File: config.mk
export PLATFORM = sky130hd
export DESIGN_NAME = mont_mult_rr_arbiter
export DESIGN_NICKNAME = d
export VERILOG_FILES = /design/src/rtl/mont_mult_rr_arbiter_pkg.sv /design/src/rtl/mont_mult_rr_arbiter_rr_pick.sv /design/src/rtl/mont_mult_rr_arbiter.sv
export SDC_FILE = /design/constraint.sdc
export NUM_CORES = 1
export LEC_CHECK = 0
export CELL_PAD_IN_SITES_DETAIL_PLACEMENT = 1
export CELL_PAD_IN_SITES_GLOBAL_PLACEMENT = 1
export CORE_UTILIZATION = 37
export DETAILED_ROUTE_END_ITERATION = 7
export GPL_TIMING_DRIVEN = 0
export HOLD_SLACK_MARGIN = 0.06
export PLACE_DENSITY = 0.93
export SYNTH_ARGS = -nofsm -noshare
export SYNTH_HDL_FRONTEND = slang
export SYNTH_SLANG_ARGS = --single-unit
File: constraint.sdc
create_clock -name clk -period 3.15 [get_ports clk]
set_input_delay 0.7875 -clock clk [delete_from_list [all_inputs] [get_ports clk]]
set_output_delay 0.7875 -clock clk [all_outputs]
set_load 0.005 [all_outputs]
File: src/rtl/mont_mult_rr_arbiter_pkg.sv
// Shared definitions for the Montgomery multiplier round-robin arbiter.
// Holds the FSM state encodings and the CLOG2 helper macro used to size
// the owner index.
// No ports (package).

`ifndef CLOG2
`define CLOG2(x) $clog2(x)
`endif

package mont_mult_rr_arbiter_pkg;

   typedef enum logic [1:0] {
      ST_IDLE  = 2'd0,
      ST_START = 2'd1,
      ST_RUN   = 2'd2,
      ST_HOLD  = 2'd3
   } arb_state_e;

endpackage

File: src/rtl/mont_mult_rr_arbiter_rr_pick.sv
// Combinational round-robin pick: finds the first set request bit at or
// after ptr, wrapping modulo NUM_REQ.
// Ports:
//   req      in  NUM_REQ      request vector
//   ptr      in  NUM_REQ_LOG  highest-priority index
//   pick     out NUM_REQ      one-hot selected requester (0 when req==0)
//   pick_idx out NUM_REQ_LOG  binary index of the selected requester

module mont_mult_rr_arbiter_rr_pick #(
   parameter int NUM_REQ     = 4,
   parameter int NUM_REQ_LOG = 2
) (
   input  logic [NUM_REQ-1:0]     req,
   input  logic [NUM_REQ_LOG-1:0] ptr,
   output logic [NUM_REQ-1:0]     pick,
   output logic [NUM_REQ_LOG-1:0] pick_idx
);

   logic [NUM_REQ-1:0]   rot;
   logic [NUM_REQ_LOG:0] off;
   logic [NUM_REQ_LOG:0] sum;

   always_comb begin
      // Rotating the doubled vector right by ptr puts requester ptr at bit 0,
      // so a plain lowest-bit priority encode gives the distance from ptr.
      rot = NUM_REQ'({req, req} >> ptr);
      off = '0;
      for (int i = NUM_REQ - 1; i >= 0; i--) begin
         if (rot[i]) off = (NUM_REQ_LOG + 1)'(i);
      end
      sum = {1'b0, ptr} + off;
      if (sum >= (NUM_REQ_LOG + 1)'(NUM_REQ)) sum = sum - (NUM_REQ_LOG + 1)'(NUM_REQ);
      pick_idx = sum[NUM_REQ_LOG-1:0];
      pick = '0;
      if (|req) pick[pick_idx] = 1'b1;
   end

endmodule

File: src/rtl/mont_mult_rr_arbiter.sv
// Round-robin arbiter/sequencer sharing one two-lane Montgomery multiplier
// between NUM_REQ requesters. Grants exclusive ownership, issues a 1-cycle
// start, waits for done, then holds the result memories for the owner until
// it releases them. All outputs are registered.
// Optional feature macro: MONT_ARB_PERF_CNT_EN (adds op_cnt / busy_cnt).
// Ports:
//   clk        in   1                    clock
//   rst        in   1                    synchronous reset, active-high
//   req        in   NUM_REQ              level request per requester
//   release_i  in   NUM_REQ              owner finished reading results (pulse)
//   grant      out  NUM_REQ              one-hot ownership, START..HOLD
//   owner      out  NUM_REQ_LOG          binary owner index (mux select)
//   busy       out  1                    any state other than IDLE
//   mult_start out  1                    1-cycle multiplier start
//   mult_done  in   1                    1-cycle multiplier done
//   req_done   out  NUM_REQ              1-cycle results-readable pulse to owner
//   proto_err  out  1                    sticky, set by unexpected mult_done
//   op_cnt     out  NUM_REQ*CNT_WIDTH    completed ops per requester (perf build)
//   busy_cnt   out  CNT_WIDTH            busy cycles (perf build)
//
// state   | meaning
// IDLE    | no owner; arbitrate on any req
// START   | owner granted, mult_start high this cycle
// RUN     | multiplier running, waiting for mult_done
// HOLD    | results readable by owner until release_i[owner]

module mont_mult_rr_arbiter
   import mont_mult_rr_arbiter_pkg::*;
#(
   parameter int NUM_REQ     = 4,
   parameter int NUM_REQ_LOG = `CLOG2(NUM_REQ),
   parameter int CNT_WIDTH   = 32
) (
   input  logic                   clk,
   input  logic                   rst,
   input  logic [NUM_REQ-1:0]     req,
   input  logic [NUM_REQ-1:0]     release_i,
   output logic [NUM_REQ-1:0]     grant,
   output logic [NUM_REQ_LOG-1:0] owner,
   output logic                   busy,
   output logic                   mult_start,
   input  logic                   mult_done,
   output logic [NUM_REQ-1:0]     req_done,
   output logic                   proto_err
`ifdef MONT_ARB_PERF_CNT_EN
   ,
   output logic [NUM_REQ*CNT_WIDTH-1:0] op_cnt,
   output logic [CNT_WIDTH-1:0]         busy_cnt
`endif
);

   arb_state_e state_q, state_d;

   logic [NUM_REQ_LOG-1:0] ptr_q, ptr_d;
   logic [NUM_REQ-1:0]     grant_d;
   logic [NUM_REQ_LOG-1:0] owner_d;
   logic                   busy_d;
   logic                   mult_start_d;
   logic [NUM_REQ-1:0]     req_done_d;
   logic                   proto_err_d;

   logic [NUM_REQ-1:0]     pick;
   logic [NUM_REQ_LOG-1:0] pick_idx;

   mont_mult_rr_arbiter_rr_pick #(
      .NUM_REQ     (NUM_REQ),
      .NUM_REQ_LOG (NUM_REQ_LOG)
   ) u_rr_pick (
      .req      (req),
      .ptr      (ptr_q),
      .pick     (pick),
      .pick_idx (pick_idx)
   );

   always_ff @(posedge clk) begin
      if (rst) begin
         state_q    <= ST_IDLE;
         ptr_q      <= '0;
         grant      <= '0;
         owner      <= '0;
         busy       <= 1'b0;
         mult_start <= 1'b0;
         req_done   <= '0;
         proto_err  <= 1'b0;
      end else begin
         state_q    <= state_d;
         ptr_q      <= ptr_d;
         grant      <= grant_d;
         owner      <= owner_d;
         busy       <= busy_d;
         mult_start <= mult_start_d;
         req_done   <= req_done_d;
         proto_err  <= proto_err_d;
      end
   end

   always_comb begin
      state_d = state_q;
      case (state_q)
         ST_IDLE:  if (|req) state_d = ST_START;
         ST_START: state_d = ST_RUN;
         ST_RUN:   if (mult_done) state_d = ST_HOLD;
         ST_HOLD:  if (release_i[owner]) state_d = ST_IDLE;
         default:  state_d = ST_IDLE;
      endcase
   end

   // Next values of the registered outputs; a release arriving with
   // mult_done is dropped because the FSM is still in RUN.
   always_comb begin
      grant_d      = grant;
      owner_d      = owner;
      busy_d       = busy;
      ptr_d        = ptr_q;
      mult_start_d = 1'b0;
      req_done_d   = '0;
      proto_err_d  = proto_err | (mult_done && (state_q != ST_RUN));
      case (state_q)
         ST_IDLE: begin
            if (|req) begin
               grant_d      = pick;
               owner_d      = pick_idx;
               busy_d       = 1'b1;
               mult_start_d = 1'b1;
            end
         end
         ST_RUN: begin
            if (mult_done) req_done_d = grant;
         end
         ST_HOLD: begin
            if (release_i[owner]) begin
               grant_d = '0;
               busy_d  = 1'b0;
               ptr_d   = (owner == NUM_REQ_LOG'(NUM_REQ - 1)) ? '0 : owner + 1'b1;
            end
         end
         default: ;
      endcase
   end

`ifdef MONT_ARB_PERF_CNT_EN
   logic [CNT_WIDTH-1:0] op_cnt_q [NUM_REQ];

   always_ff @(posedge clk) begin
      if (rst) begin
         for (int i = 0; i < NUM_REQ; i++) op_cnt_q[i] <= '0;
         busy_cnt <= '0;
      end else begin
         for (int i = 0; i < NUM_REQ; i++) begin
            if (req_done[i] && (op_cnt_q[i] != '1)) op_cnt_q[i] <= op_cnt_q[i] + 1'b1;
         end
         if (busy && (busy_cnt != '1)) busy_cnt <= busy_cnt + 1'b1;
      end
   end

   for (genvar g = 0; g < NUM_REQ; g++) begin : g_op_cnt
      assign op_cnt[g*CNT_WIDTH +: CNT_WIDTH] = op_cnt_q[g];
   end
`else
   // Counter width only matters when the perf counters are built in.
   localparam int unused_cnt_width = CNT_WIDTH;
`endif

endmodule

# Word level (Yosys, flattened, before mapping)
# Index checks and enable logic that the tools add are counted.
word_totals:
  rom_bits: 0
  ramBits: 0
  latchBits: 0
  register_bits: 17
  n_memories: 0
  output_inout_bits: 13
classes:
  bitwise: 4
  mux: 21
  n_reduce_logical: 11
  div_mod_pow: 0
  shifts: 1
  order_cmp: 4
  n_eq_ne: 8
  n_addsub: 3
  mul: 0
ops:
  columns: ["operator", "n"]
  rows:
  - ["$mux W2", 6]
  - ["$mux W3", 3]
  - ["$mux W4", 2]
  - ["$ne A2 B2 Y1 const B", 4]
  - ["$pmux W2 S4", 1]
  - ["$pmux W4 S2", 1]
  - ["$shr A8 B2 Y4", 1]
  - ["$eq A2 B2 Y1 const B", 3]
  - ["$lt A2 B3 Y1 const B", 2]
  - ["$reduce_and A3 Y1", 2]
  - ["$mux W1", 5]
  - ["$reduce_and A2 Y1", 2]
  - ["$reduce_or A4 Y1", 1]
  - ["$add A2 B3 Y3", 1]
  - ["$ge A3 B3 Y1 const B", 1]
  - ["$not A1 Y1", 3]
  - ["$reduce_or A3 Y1", 1]
  - ["$add A2 B1 Y2 const B", 1]
  - ["$bmux W1 S2", 1]
  - ["$demux W1 S2", 1]
  - ["$eq A2 B1 Y1 const B", 1]
  - ["$ge A2 B1 Y1 const B", 1]
  - ["$logic_and A1 B1 Y1", 2]
  - ["$logic_not A2 Y1", 1]
  - ["5 further kinds", 5]

# Logic depth before layout (Yosys ltp)
# Gate-level depths: netlist (run 1).
depth:
  ltp_word: 14
  mapped_depth: 9

# By module
# Synthesis (run 1) repeated with hierarchy kept, for this count alone.
hier_totals:
  hier_cells: 124
  area_unflattened_um2: 1132.3
modules_own_cells:
  columns: ["module", "n_inst", "area_each_um2", "seq_area_each_um2", "cells_each"]
  rows:
  - ["mont_mult_rr_arbiter", 1, 832.0, 340.3, 85]
  - ["mont_mult_rr_arbiter_rr_pick", 1, 300.3, 0.0, 39]

# Worst setup path after synthesis (run 1)
# Ideal clock, no wire load.
synth_path:
  path_kind: "input to register"
  from: "input port req[2]"
  to: "register grant[2]"
  path_stages: 7
  t_arrival_ns: 2.262
  path_buffers: 1
  setup_ns: 0.117
  path_slack_ns: 0.770
  t_required_ns: 3.033
  cell_sequence: "buf_2 > or4_1 > o211ai_1 > ha_1 > xor2_1 > xnor2_1 > a32o_1"
synth_between:
  elab_chain_cells: 14
  word_cells_on_any_way: 19
synth_rtl:
  columns: ["element", "line", "rtl"]
  rows:
  - ["start: declaration", "mont_mult_rr_arbiter.sv:36", "input logic [NUM_REQ-1:0] req,"]
  - ["$shr A8 B2 Y4", "mont_mult_rr_arbiter_rr_pick.sv:26", "rot = NUM_REQ'({req, req} >> ptr);"]
  - ["$mux W2", "mont_mult_rr_arbiter_rr_pick.sv:29", "if (rot[i]) off = (NUM_REQ_LOG + 1)'(i);"]
  - ["$mux W3 (3 in series)", "mont_mult_rr_arbiter_rr_pick.sv:29", null]
  - ["$add A2 B3 Y3", "mont_mult_rr_arbiter_rr_pick.sv:31", "sum = {1'b0, ptr} + off;"]
  - ["$ge A3 B3 Y1 or $sub A2 B1 Y2 (tied branches)", "mont_mult_rr_arbiter_rr_pick.sv:32", "if (sum >= (NUM_REQ_LOG + 1)'(NUM_REQ)) sum = sum - (NUM_REQ_LOG + 1)'(NUM_REQ);"]
  - ["$mux W2", "mont_mult_rr_arbiter_rr_pick.sv:32", null]
  - ["$lt A2 B3 Y1 (not written as such) or $ge A2 B1 Y1 (tied branches)", "mont_mult_rr_arbiter_rr_pick.sv:35", "if (|req) pick[pick_idx] = 1'b1;"]
  - ["$logic_and A1 B1 Y1 (not written as such)", "mont_mult_rr_arbiter_rr_pick.sv:35", null]
  - ["$mux W1 (not written as such)", "mont_mult_rr_arbiter_rr_pick.sv:35", null]
  - ["$demux W1 S2", null, null]
  - ["$mux W4", "mont_mult_rr_arbiter.sv:120", "if (|req) begin"]
  - ["$pmux W4 S2", "mont_mult_rr_arbiter.sv:118", "case (state_q)"]
  - ["end signal: assignment", "mont_mult_rr_arbiter.sv:88", "grant <= grant_d;"]
  - ["end: declaration", "mont_mult_rr_arbiter.sv:38", "output logic [NUM_REQ-1:0] grant,"]
# Parallel ways exist; a longest one is shown, timed or not. The select of a mux whose other input is x is not followed.
# A chain may end at the register's enable or synchronous reset.

# Final worst setup path (run 1)
layout_path:
  from: "input port req[1]"
  to: "register grant[3]"
# Same word-level chain as after synthesis.

==> results_dict.tcl, run 1 <==
set metrics [dict create \
    status "completed" \
    num_vias 825 \
    path_clk_slew_ps 100 \
    row_count 17 \
    tritoncts "built" \
    ys_ff_latch 17 \
    final_common_cell "clkdlybuf4s50_1" \
    layout_common_cells "clkdlybuf4s50_1, nor2_1, dfxtp_1" \
    grt_max_degree 11 \
    cts_root_buf "clkbuf_4" \
    grt_pass1_wl_um 3780 \
    powerDensity_nw_per_um2 642 \
    relSlewSlack_pct 65.9 \
    area.growth.synth_to_final_pct 30.4 \
    finClkSkew_ps 7.74 \
    setup_viol_count_final 0 \
    wirelength_um 2200 \
    antenna_left 0 \
    yosysTopAreaCellShare_pct 38.1 \
    cts.sinks 17 \
    io_buffers 21 \
    fin_crit_sh_pct 87.4 \
    stdcell_count 156 \
    slew_viol_final 0 \
    ctsResizeCount 0 \
    cap_viol_max_count 0 \
    path_cells "clkdlybuf4s50_1 > nor2_1 > or4_1 > o211ai_1 > ha_1 > xor2_1 > xnor2_1 > a32o_1" \
    clock.fmax_mhz 363 \
    yosys.area.top_type "dfxtp_1" \
    grt_pass1_vias 861 \
    route.detailed.drc 0 \
    overflow 0 \
    totalNegativeSetupSlack_ps 0 \
    cts_buffers 3 \
    initial_utilization_pct 39.9 \
    syn-instance-count 103 \
    min_path_type "register to register" \
    critPathKind "input pin to register" \
    num_antenna_cells 0 \
    cts_max_level 1 \
    max_stage_delay_ps 620 \
    syn-num-nets 119 \
    dieArea_um2 2610 \
    drt_iter0_markers 6 \
    insertion_delay_ps 290 \
    fin_crit_ps 2750 \
    dpl.cell_count 152 \
    nets 145 \
    drive_gt1_share_pct 8.59 \
    dr.pass1.iters 2 \
    syn_avg_cell_area_um2 8.66 \
    crit_required_ps 3370 \
    cp-end-kind "register" \
    viasPerCell 5.29 \
    worstSetupStartpointType "input pin" \
    wl_per_cell_um 14.1 \
    cts_setup_buffers 0 \
    die_w_um 51.1 \
    rsz0062_at_grt "false" \
    cts_hold_buffers 0 \
    vdd_drop_max_v 0.000378 \
    synth_area_um2 892 \
    worst_slew_pin_slew_ps 507 \
    io_pins 24 \
    grtUsageTotal_pct 19.3 \
    yosys_warnings 0 \
    dp_hpwl_um 1750 \
    gp_congestion 0.787 \
    hold_viol_final 0 \
    core_area_um2 2230 \
    synth-seq-area-share_pct 38.1 \
    cp_data_arrival_time_ps 2980 \
    clockBufferDepth 2 \
    synth_area_leaders "dfxtp_1, nor2_1, ha_1, inv_1, o41ai_4" \
    power_leakage_nw 0.455 \
    antenna_found_initial 0 \
    path_max_fanout 6 \
    synth_cell_type_count 33 \
    r2r_setup_slack_ps 990 \
    critPathSlowestCell "clkdlybuf4s50_1" \
    die_y_um 51.1 \
]
==> area by class of cell <==
cell class	count	area, um^2
buffer	4	18.8
clock buffer	4	26.3
fill	279	1070
inverter	8	30.0
multi-input combinational	74	503
sequential	17	340
tap	28	35.0
timing repair buffer	21	210
==> per-stage QoR <==
step	util, %	hold WS [ps]	setup WS, ps	area (um^2)	total power, mW
after floorplan	-	450	770	892	0.502
after global placement	50.9	450	195	1140	0.611
after detailed placement	50.9	460	102	1140	0.637
after CTS	52.1	475	369	1160	0.756
after global routing	52.1	496	263	1160	0.804
final	52.1	468	397	1160	0.747
==> sequential cells by signal, summed over array words and instances (netlist names) <==
signal and cells:
proto_err 1, state_q 2, grant 4, busy 1, owner 2, ptr_q 2, mult_start 1, req_done 4
==> final timing paths <==
path / endpoint / cells after the start / startpoint
worst min register to register: grant[1] / 2 / grant[1]
worst max register to register: grant[3] / 7 / ptr_q[0]
worst max-delay path: grant[3] / 8 / req[1]
worst min-delay path: grant[1] / 2 / grant[1]
==> cells by family (layout without fill, tap and decap cells) <==
family          Yosys count  count (layout)  synth area share, %
compound gates           23              23                 21.6
flops                    17              17                 38.1
simple gates             40              40                 21.0
xor+xnor                  2               2                 1.96
fa+ha+maj                 5               5                 7.01
mux                       4               4                 4.77
buf+inv                  12              37                 5.47
==> synthesized netlist by cell type <==
library cell	n
o22a_1	1
inv_1	8
xor2_1	1
o211ai_1	3
nor2_1	18
nand2_1	7
a221oi_1	1
mux2_2	1
o21ai_0	1
a311oi_1	1
a21oi_1	4
a21oi_2	2
xnor2_1	1
buf_1	1
buf_2	3
nor3_1	2
or3_1	1
and2_1	4
or4_1	1
nand3_1	3
nand2b_1	3
ha_1	5
o32ai_1	2
a32o_1	2
mux2i_1	2
dfxtp_1	17
a32oi_1	1
o311a_1	1
o21a_1	1
o41ai_4	1
mux2_1	1
o21ai_1	2
or3_4	1
==> routing by layer <==
metal  routed length [um]  vias to the layer above  part of all wire [%]  GRT usage [%]
met5                    0                        -                     0              0
met4                    0                        0                     0           6.48
met3                   50                        0                   2.3           3.87
met2                 1150                       11                    53           35.7
met1                  991                      403                    45           21.6
li1                     -                      411                     -              -
==> critical path, delay by kind of cell <==
kind | cells | cell delay (ps)
xor gates and xnor gates | 2 | 500
adders and majority gates | 1 | 190
AOI/OAI and AO/OA | 2 | 360
and+or+nand+nor | 2 | 520
buffers and inverters | 1 | 620
==> power breakdown <==
part           switching, mW  total [mW]  internal [mW]  leakage, nW
Clock                 0.0670       0.116         0.0491       0.0150
Combinational          0.167       0.332          0.165        0.301
Sequential            0.0381       0.299          0.261        0.139
Total                  0.272       0.747          0.475        0.455
(Power assumes the default switching activity.)
==> run 2, diff against run 1 <==
CAP_MARGIN = 20   (was unset)
CORE_UTILIZATION = 36   (was 37)
PLACE_DENSITY = 0.91   (was 0.93)
==> results_dict.tcl, run 2 (synthesis gave the netlist of run 1 again) <==
set metrics [dict create \
    status "completed" \
    antenna_left 0 \
    num_antenna_cells 0 \
    wl_per_cell_um 13.8 \
    cts.sinks 17 \
    p_switching_uw 275 \
    seq_area_um2 340 \
    area.growth.synth_to_final_pct 30.6 \
    clock_power_share_pct 16.0 \
    fin_crit_ps 2720 \
    vdd_drop_max_v 0.000414 \
    cts_root_buf "clkbuf_4" \
    slew_viol_final 0 \
    min_path_cells 2 \
    combPwrFrac_pct 44.1 \
    fin_crit_sh_pct 86.4 \
    setup_viol_count_final 0 \
    cts_hold_buffers 0 \
    power_leakage_nw 0.458 \
    die_y_um 51.8 \
    gp_congestion 0.727 \
    finClkSkew_ps 1.42 \
    wirelength_um 2150 \
    io_buffers 21 \
    top_regs "grant: 4 flops, req_done: 4 flops" \
    num_vias 826 \
    grt_pass1_vias 804 \
    powerDensity_nw_per_um2 642 \
    clockBufferDepth 2 \
    io_pins 24 \
    insertion_delay_ps 300 \
    cts_max_level 1 \
    grtUsageTotal_pct 18.1 \
    worst_slew_pin_slew_ps 521 \
    cts_setup_buffers 0 \
    layout_common_cells "clkdlybuf4s50_1, nor2_1, dfxtp_1" \
    drt_iter0_markers 6 \
    finalPower_uw 747 \
    drive_gt1_share_pct 9.38 \
    fillers 275 \
    grt_pass1_wl_um 3550 \
    clock.fmax_mhz 367 \
    ctsResizeCount 0 \
    totalNegativeSetupSlack_ps 0 \
    path_clk_slew_ps 100 \
    r2r_end "grant[2]" \
    nets 145 \
    rsz0062_at_grt "false" \
    die_w_um 51.8 \
    multi_input_area_um2 503 \
    viasPerCell 5.29 \
    final_common_cell "clkdlybuf4s50_1" \
    relSlewSlack_pct 65.1 \
    row_count 17 \
    core_area_um2 2280 \
    cts_buffers 3 \
    r2r-start "ptr_q[0]" \
    hold_start "grant[1]" \
    ff2ff_path_depth 7 \
    cp_data_arrival_time_ps 2970 \
    dpl.cell_count 152 \
    initial_utilization_pct 39.2 \
    swShare_pct 36.7 \
    dieArea_um2 2680 \
    p_int_uw 473 \
    critPathKind "input pin to register" \
    crit_required_ps 3390 \
    holdPathEnd "grant[1]" \
    grt_max_degree 11 \
    dp_hpwl_um 1630 \
    worstSetupStartpointType "input pin" \
    antenna_found_initial 0 \
    cp-end-kind "register" \
    overflow 0 \
    pwr-share-seq_pct 39.9 \
    hold_viol_final 0 \
    min_path_type "register to register" \
    cap_viol_max_count 0 \
    tritoncts "built" \
    route.detailed.drc 0 \
    path_max_fanout 6 \
    stdcell_count 156 \
    r2r_setup_slack_ps 1000 \
    dr.pass1.iters 4 \
]
-- run 2: cell types whose count changed in the layout (fill, tap and decap cells not counted), sizes merged --
cell    change
clkbuf      -1
clkinv      +1
-- run 2: critical path, stage by stage --
cell and delay [ps]:
clkdlybuf4s50_1 620, nor2_1 110, or4_1 410, o211ai_1 110, ha_1 180, xor2_1 80, xnor2_1 420, a32o_1 240
-- run 2: metrics by stage --
| stage | area (um^2) | worst slack (ps) | hold slack, ps | utilization (%) |
|---|---|---|---|---|
| 2_1_floorplan | 892 | 770 | 450 | - |
| 3_3_place_gp | 1140 | 195 | 451 | 50.0 |
| 3_5_place_dp | 1140 | 157 | 474 | 50.0 |
| 4_1_cts | 1160 | 439 | 486 | 51.2 |
| 5_1_grt | 1160 | 309 | 507 | 51.2 |
| 6_report | 1160 | 427 | 478 | 51.2 |
-- run 2: final cells by class --
cell class | count | share of cell area [%]
repair buffers | 21 | 18.0
inverters | 8 | 2.58
clock inverters | 1 | 0.430
flip-flops and latches | 17 | 29.2
plain buffers | 4 | 1.61
well taps | 28 | 3.01
multi-input cells | 74 | 43.2
clock buffers | 3 | 1.93
-- run 2: power by group through the flow --
stage / Sequential (mW) / Clock, mW / Combinational (mW)
CTS: 0.300 / 0.125 / 0.332
floorplan: 0.300 / 0 / 0.203
global route: 0.306 / 0.131 / 0.364
finish: 0.299 / 0.120 / 0.329
global placement: 0.300 / 0 / 0.311
detailed placement: 0.305 / 0 / 0.327
-- run 2: worst max-delay path by stage --
stage	endpoint	slack, ps	from	cells after the start
6_report	grant[2]	430	req[1]	8
2_1_floorplan	grant[2]	770	req[2]	7
3_5_place_dp	grant[2]	160	req[1]	8
4_1_cts	grant[2]	440	req[1]	8
5_1_grt	grant[2]	310	req[3]	8
3_3_place_gp	grant[2]	190	req[1]	8
-- run 2: per-layer routing --
layer	wire length, um	up-vias	global-route usage [%]
met5	0	-	0
met4	47	0	9.46
met3	65	5	2.92
met2	1020	15	30.5
met1	1020	396	22.0
li1	-	410	-
==> run 3, diff against run 2 <==
DONT_BUFFER_PORTS = 1   (was unset)
PLACE_DENSITY = 0.74   (was 0.91)
==> results_dict.tcl, run 3 (synthesis gave the netlist of run 1 again) <==
set metrics [dict create \
    tritoncts "built" \
    cp-startpoint "req[2]" \
    fin_crit_ps 2310 \
    path_clk_slew_ps 90 \
    grtUsageTotal_pct 17.1 \
    core_area_um2 2280 \
    overflow 0 \
    setup_viol_count_final 0 \
    worst_slew_pin_slew_ps 517 \
    ctsResizeCount 0 \
    die_y_um 51.8 \
    worstSetupStartpointType "input pin" \
    drt_iter0_markers 8 \
    dr.pass1.iters 4 \
    io_pins 24 \
    dp_hpwl_um 1560 \
    cts_buffers 3 \
    hold_start "grant[1]" \
    final_common_cell "nor2_1" \
    dieArea_um2 2680 \
    wl_per_cell_um 14.7 \
    vdd_drop_max_v 0.000269 \
    status "completed" \
    relSlewSlack_pct 65.3 \
    num_antenna_cells 0 \
    cts_hold_buffers 0 \
    antenna_found_initial 0 \
    critPathKind "input pin to register" \
    die_w_um 51.8 \
    r2r-start "ptr_q[0]" \
    utilization_pct 41.9 \
    power_leakage_nw 0.378 \
    antenna_left 0 \
    cap_viol_max_count 0 \
    initial_utilization_pct 39.2 \
    io_buffers 0 \
    grt_pass1_vias 770 \
    path_max_fanout 9 \
    nets 124 \
    crit_required_ps 3380 \
    wirelength_um 1990 \
    slew_viol_final 0 \
    totalNegativeSetupSlack_ps 0 \
    place_area_um2 927 \
    cp-end-kind "register" \
    drive_gt1_share_pct 10.3 \
    clock.fmax_mhz 432 \
    rsz0062_at_grt "false" \
    clockBufferDepth 2 \
    powerDensity_nw_per_um2 705 \
    row_count 17 \
    grt_pass1_wl_um 3390 \
    viasPerCell 5.49 \
    top_regs "grant: 4 flops, req_done: 4 flops" \
    cts_setup_buffers 0 \
    finClkSkew_ps 5.75 \
    min_path_type "register to register" \
    grt_max_degree 11 \
    num_vias 741 \
    fin_crit_sh_pct 73.5 \
    finalInstanceArea_um2 953 \
    cts_max_level 1 \
    insertion_delay_ps 290 \
    cts.sinks 17 \
    layout_common_cells "nor2_1, dfxtp_1, inv_1" \
    hold_viol_final 0 \
    cts_root_buf "clkbuf_4" \
    gp_congestion 0.749 \
    cp_data_arrival_time_ps 2540 \
    area.growth.synth_to_final_pct 6.87 \
    route.detailed.drc 0 \
]
[run 3: power breakdown]
group | internal [mW] | switching, mW | total, mW | leakage [nW]
registers | 0.261 | 0.0434 | 0.305 | 0.139
clock network | 0.0492 | 0.0665 | 0.116 | 0.0150
logic | 0.106 | 0.146 | 0.252 | 0.224
[run 3: path summary, 6_finish.rpt]
check	cells past startpoint	to	slack, ps
setup / recovery	7	grant[3]	840
hold reg to reg	2	grant[1]	480
hold / removal	2	grant[1]	480
setup reg to reg	8	grant[3]	940
[run 3: cell type report]
cell class | count | area (um^2)
tap | 28 | 35.0
buffer | 4 | 18.8
multi-input combinational | 74 | 503
fill | 287 | 1320
inverter | 8 | 30.0
sequential | 17 | 340
clock buffer | 4 | 26.3
[run 3: routing by layer]
| metal | track usage [%] | vias up | routed length [um] |
|---|---|---|---|
| met4 | 5.41 | 0 | 13 |
| met3 | 4.09 | 4 | 96 |
| met5 | 0 | - | 0 |
| met2 | 29.2 | 16 | 1030 |
| li1 | - | 368 | - |
| met1 | 20.9 | 353 | 845 |
[run 3: critical path, stage by stage]
cell and delay [ps]:
buf_2 160, or4_1 520, o211ai_1 120, ha_1 190, xor2_1 80, xnor2_1 440
a32o_1 250
[run 3: through the flow]
step / power, mW / setup WS (ps) / std cells / hold WS (ps)
floorplan: 0.502 / 770 / 103 / 450
global placement: 0.545 / 610 / 131 / 469
detailed placement: 0.564 / 548 / 131 / 470
CTS: 0.683 / 839 / 135 / 484
global route: 0.723 / 742 / 135 / 534
finish: 0.672 / 836 / 135 / 480
